==> src/rtl/cellrv32_cpu_cp_ctrl.sv <==
`default_nettype none
// ============================================================================
// Module   : cellrv32_cpu_cp_ctrl
// Purpose  : Co-processor dispatch / result-collection stage. Accepts a
//            one-hot request from the ALU, pulses the matching co-processor
//            start, waits for that co-processor's valid, captures its result
//            one cycle later and hands it back with a one-cycle done strobe.
//            Trap aborts and co-processor timeouts are handled here.
// Ports    : clk_i      - clock, rising edge
//            rstn_i     - asynchronous active-low reset
//            trap_i     - CPU trap, aborts a running operation
//            sel_i      - one-hot co-processor request (NUM_CP)
//            cp_start_o - one-cycle start pulse per co-processor (NUM_CP)
//            cp_valid_i - co-processor valid, result follows next cycle
//            cp_res_i   - flat co-processor results, slice n = [n*XLEN +: XLEN]
//            res_o      - result, non-zero only while done_o=1
//            done_o     - one-cycle result strobe
//            busy_o     - operation in flight
//            exc_o      - one-cycle error strobe (timeout / multi-hot request)
// Revision : 1.0 - initial release
// ============================================================================
module cellrv32_cpu_cp_ctrl #(
   parameter int NUM_CP     = 4,
   parameter int XLEN       = 32,
   parameter int TMO_CYCLES = 64
) (
   input  logic                   clk_i,
   input  logic                   rstn_i,
   input  logic                   trap_i,
   input  logic [NUM_CP-1:0]      sel_i,
   output logic [NUM_CP-1:0]      cp_start_o,
   input  logic [NUM_CP-1:0]      cp_valid_i,
   input  logic [NUM_CP*XLEN-1:0] cp_res_i,
   output logic [XLEN-1:0]        res_o,
   output logic                   done_o,
   output logic                   busy_o,
   output logic                   exc_o
);

   localparam int C_CNT_W = $clog2(TMO_CYCLES);

   typedef enum logic [1:0] {
      S_IDLE    = 2'd0,
      S_BUSY    = 2'd1,
      S_CAPTURE = 2'd2,
      S_DONE    = 2'd3
   } state_t;

   state_t              r_state;
   logic [NUM_CP-1:0]   r_active;
   logic [C_CNT_W-1:0]  r_cnt;
   logic [XLEN-1:0]     r_res;
   logic                r_exc;

   logic                w_onehot;
   logic                w_multihot;
   logic                w_accept;
   logic                w_hit;
   logic [XLEN-1:0]     w_mux;

   // x & (x-1) clears the lowest set bit; zero afterwards means one bit set
   assign w_onehot   = (sel_i != '0) && ((sel_i & (sel_i - NUM_CP'(1))) == '0);
   assign w_multihot = (sel_i != '0) && !w_onehot;
   assign w_accept   = (r_state == S_IDLE) && w_onehot && !trap_i;
   assign w_hit      = |(cp_valid_i & r_active);

   assign cp_start_o = w_accept ? sel_i : '0;

   // AND-OR result select: idle co-processors drive zero, and any foreign
   // slice is masked off by the active mask anyway
   always_comb begin
      w_mux = '0;
      for (int n = 0; n < NUM_CP; n++) begin
         w_mux = w_mux | (cp_res_i[n*XLEN +: XLEN] & {XLEN{r_active[n]}});
      end
   end

   always_ff @(posedge clk_i or negedge rstn_i) begin
      if (!rstn_i) begin
         r_state  <= S_IDLE;
         r_active <= '0;
         r_cnt    <= '0;
         r_res    <= '0;
         r_exc    <= 1'b0;
      end else begin
         r_exc <= 1'b0;
         case (r_state)
            S_IDLE: begin
               r_cnt <= '0;
               if (w_accept) begin
                  r_active <= sel_i;
                  // barrel-style unit answers in the start cycle
                  if (|(cp_valid_i & sel_i)) begin
                     r_state <= S_CAPTURE;
                  end else begin
                     r_state <= S_BUSY;
                  end
               end else if (w_multihot && !trap_i) begin
                  r_exc <= 1'b1;
               end
            end
            S_BUSY: begin
               r_cnt <= r_cnt + C_CNT_W'(1);
               // priority: trap > valid > timeout
               if (trap_i) begin
                  r_state  <= S_IDLE;
                  r_active <= '0;
               end else if (w_hit) begin
                  r_state <= S_CAPTURE;
               end else if (r_cnt == C_CNT_W'(TMO_CYCLES - 1)) begin
                  r_state  <= S_IDLE;
                  r_active <= '0;
                  r_exc    <= 1'b1;
               end
            end
            S_CAPTURE: begin
               // abort leaves the previous result untouched
               if (trap_i) begin
                  r_state  <= S_IDLE;
                  r_active <= '0;
               end else begin
                  r_res   <= w_mux;
                  r_state <= S_DONE;
               end
            end
            S_DONE: begin
               // result already committed, a trap here does not cancel it
               r_state  <= S_IDLE;
               r_active <= '0;
            end
            default: begin
               r_state  <= S_IDLE;
               r_active <= '0;
            end
         endcase
      end
   end

   assign done_o = (r_state == S_DONE);
   assign res_o  = (r_state == S_DONE) ? r_res : '0;
   assign busy_o = (r_state != S_IDLE);
   assign exc_o  = r_exc;

endmodule
`default_nettype wire
==> config.mk <==
export PLATFORM = sky130hd
export DESIGN_NAME = cellrv32_cpu_cp_ctrl
export DESIGN_NICKNAME = d
export VERILOG_FILES = /design/src/rtl/cellrv32_cpu_cp_ctrl.sv
export SDC_FILE = /design/constraint.sdc
export NUM_CORES = 1
export LEC_CHECK = 0
export ABC_AREA = 1
export CORE_MARGIN = 2
export CORE_UTILIZATION = 63
export DETAILED_ROUTE_END_ITERATION = 7
export DONT_BUFFER_PORTS = 1
export HOLD_SLACK_MARGIN = 0.02
export PLACE_DENSITY = 0.79
export SYNTH_ARGS = -nofsm -noshare
export SYNTH_HDL_FRONTEND = slang
export SYNTH_SLANG_ARGS = --single-unit
==> constraint.sdc <==
create_clock -name clk_i -period 2.04 [get_ports clk_i]
set_clock_uncertainty 0.1 [all_clocks]
set_input_delay 0.306 -clock clk_i [delete_from_list [all_inputs] [get_ports clk_i]]
set_output_delay 0.306 -clock clk_i [all_outputs]
set_load 0.02 [all_outputs]
==> key figures <==
Outcome
  • Outcome: finished, final reports clean

STA
  • Transition at the pin with the smallest max-transition slack: approximately 0.66 ns
  • Part of the cycle the worst path needs: between 90% and 100%
  • Finish-stage setup viols: 0
  • Min cycle time layout: 1.855 ns
  • Fmax achieved: ~0.54 GHz
  • Setup WS post-layout: between 0.15 and 0.2 ns
  • Hold Violations, Final: 0
  • RSZ-0062 raised after global routing: no
  • Final max-slew violation count: 0
  • Setup tns final: 0 ns
  • Worst relative slew slack: between 50% and 60%

Clock network
  • Postcts setup bufs: 0
  • Maximum buffer depth of the clock tree: 2
  • CTS root buffer: clkbuf_8
  • Post-cts hold buffer count: 3
  • Post-CTS Resized: 0
  • Clock input transition at the sequential cells of the worst setup and hold paths: about 0.080 ns
  • Number of levels in the clock H-tree: 2
  • Number of buffers inserted during clock tree synthesis: 5
  • CTS tree: built
  • Worst-Skew Late Latency: 0.29 ns
  • Total clock sinks: 45

Layout
  • Area of the multi-input gates: 1405 um^2
  • Sequential cell area in the final layout: 1126 um^2
  • Fraction of layout instances using a drive strength above 1: between 10% and 20%
  • ANT cells: 0
  • Final net count: 591
  • Fillers: approximately 380
  • Number of standard cells in the final layout excluding fillers: about 500
  • Syn-to-layout area delta: 14.86%
  • Final core utilization: 75.20%

Detailed routing
  • WL per Instance: ~15 um
  • Detailed-route wire length: roughly 7400 um
  • Number of detailed-routing iterations run before antenna repair: 4
  • Initial detailed-routing violation count: between 150 and 200
  • Number of nets with antenna violations after routing: 0
  • Via/cell ratio: 5.623
  • Number of remaining DRC errors: 0
  • Via count: 2834

Yosys
  • Cell count after synthesis: 424
  • Dominant cells by area after synthesis: dfrtp_1 39%, nand2_1 21%, a221oi_1 9.8%
  • Part of the Yosys area used for sequential elements: between 30% and 40%
  • Most instantiated cells after synthesis: 160 x nand2_1, 52 x inv_1, 45 x dfrtp_1
  • EDFF count, synth: 0
  • Most numerous cell in the Yosys netlist: nand2_1
  • Dominant register cell in the synthesized netlist: dfrtp_1
  • Count of warnings emitted by yosys: 0
  • Yosys reg bits: 45
  • Combined area of all synthesized cells: 2870 um^2
  • Synthesized netlist net count: 564
  • Cell variety after synth: 24
  • Post-synthesis async set-or-reset flop share: 100.0%
  • Per-instance average area after synthesis: just under 7 um^2
  • Library cell with the largest summed area after synthesis: dfrtp_1
  • Share of Yosys cell area claimed by the top area cell type: between 30% and 40%

Floorplanning
  • Die W: 71.50 um
  • Row count: 24
  • Die Ht: between 70 and 80 um
  • Initial core utilization: ~65%
  • Total core area: approximately 4400 um^2
  • Full die area: around 5000 um^2
  • I/O pin cnt: 178

Global routing
  • Global-route usage over all layers: between 20% and 30%
  • Gr ovfl total: 0
  • Via count of the first global-routing pass: approximately 2600
  • First-pass GRT wire length: around 12000 um
  • Pin count of the biggest net entering global routing: 65
  • Initial antenna violation count: 0

Worst setup path
  • Endpoint type of the worst setup path: output pin
  • Type of the worst setup path: flop to output pin
  • Data arrival time at the worst-slack endpoint: about 1.5 ns
  • CP max FO: 4
  • Type of origin of the critical path: flop
  • Data required time of the critical path: between 1.5 and 2 ns

Placed design
  • Buffers added on ports: 0
  • Cell count after placement: 493
  • Placed wire-length estimate after detailed placement: about 5500 um
  • Routability congestion estimate: about 0.86
  • Placement-stage worst setup slack: 0.4542 ns

Worst hold path
  • Worst hold-check path type: input pin to flop

Power
  • Total Power Consumption: 4.089 mW
  • Leakage Power: about 1.7 nW
  • Worst vdd rail ir drop: around 0.00086 V
  • Areal power density over the cells: 1240 nW/um^2

Job
  • Number of violations of the max-capacitance limit: 0
==> worst paths after layout <==
path	cells after the start	slack, ns	startpoint	to
setup / recovery	7	0.19	r_state[0]$_DFFE_PN0P_	cp_start_o[2]
hold / removal	2	0.05	sel_i[1]	r_active[1]$_DFFE_PN0P_
setup reg to reg	8	0.41	r_active[0]$_DFFE_PN0P_	r_active[2]$_DFFE_PN0P_
hold reg to reg	2	0.40	r_res[20]$_DFFE_PN0P_	r_res[20]$_DFFE_PN0P_
max in group asynchronous	2	1.24	rstn_i	r_cnt[0]$_DFFE_PN0P_
min in group asynchronous	2	0.40	rstn_i	exc_o$_DFF_PN0_
==> state kept, by name (all words and copies together) (netlist names) <==
register,count
r_active,4
exc_o,1
r_cnt,6
r_res,32
r_state,2
==> placed cells by master, fill, tap and decap left out, types with 2 or more instances in the layout <==
master / synthesis / routed
o22ai_1: 2 / 2
a21oi_1: 4 / 4
buf_4: 0 / 41
nand3_1: 3 / 3
o21ai_1: 35 / 35
xor2_1: 3 / 3
o21ai_0: 4 / 4
inv_2: 4 / 4
nor3_1: 2 / 2
dfrtp_1: 45 / 45
inv_1: 52 / 52
nand2_1: 160 / 160
nand2_2: 2 / 2
dlygate4sd3_1: 0 / 2
clkbuf_8: 0 / 5
nor2_1: 44 / 44
a221oi_1: 32 / 32
==> layer usage <==
layer / up-vias / GRT usage [%] / part of all wire [%]
met2: 137 / 51.85 / 51
met4: 0 / 5.870 / 0.80
met5: - / 0 / 0
li1: 1409 / - / -
met3: 11 / 6.892 / 8.9
met1: 1277 / 35.60 / 39
==> critical path, cell delays in order (launching register included) <==
cell     delay [ns]
dfrtp_1        0.45
nor2_2         0.15
nand2_1        0.05
nor2_1         0.09
nand2_1        0.09
inv_2          0.08
nand2_1        0.07
inv_1          0.16
==> per-stage QoR <==
stage / cell area, um^2 / hold WS [ns]
2_1_floorplan: 2870 / -0.08959
3_3_place_gp: 3134 / -0.08830
3_5_place_dp: 3134 / -0.08872
4_1_cts: 3297 / 0.04007
5_1_grt: 3297 / 0.04018
6_report: 3297 / 0.05223
==> cell type report <==
| type | instances | share of cell area (%) |
|---|---|---|
| clock buffers | 5 | 2.087 |
| multi-input cells | 298 | 42.62 |
| clock inverters | 3 | 1.404 |
| repair buffers | 45 | 11.39 |
| flip-flops and latches | 45 | 34.16 |
| inverters | 56 | 6.376 |
| well taps | 52 | 1.973 |
==> kinds of logic (layout without fill, tap and decap cells) <==
kind of cell             Yosys count  after routing  synth area share, %
AND/OR/NAND/NOR                  215            215                29.34
buffers and inverters             81            109                11.81
AO/OA/AOI/OAI                     79             79                18.27
flip-flops                        45             45                39.23
XOR/XNOR                           3              3               0.9156
adder cells (fa/ha/maj)            1              1               0.4359
==> report_power, final <==
part           total [mW]  internal, mW  switching [mW]
logic                1.91         0.726            1.18
clock network       0.677         0.367           0.311
registers            1.51          1.25           0.255
(Power assumes the default switching activity.)
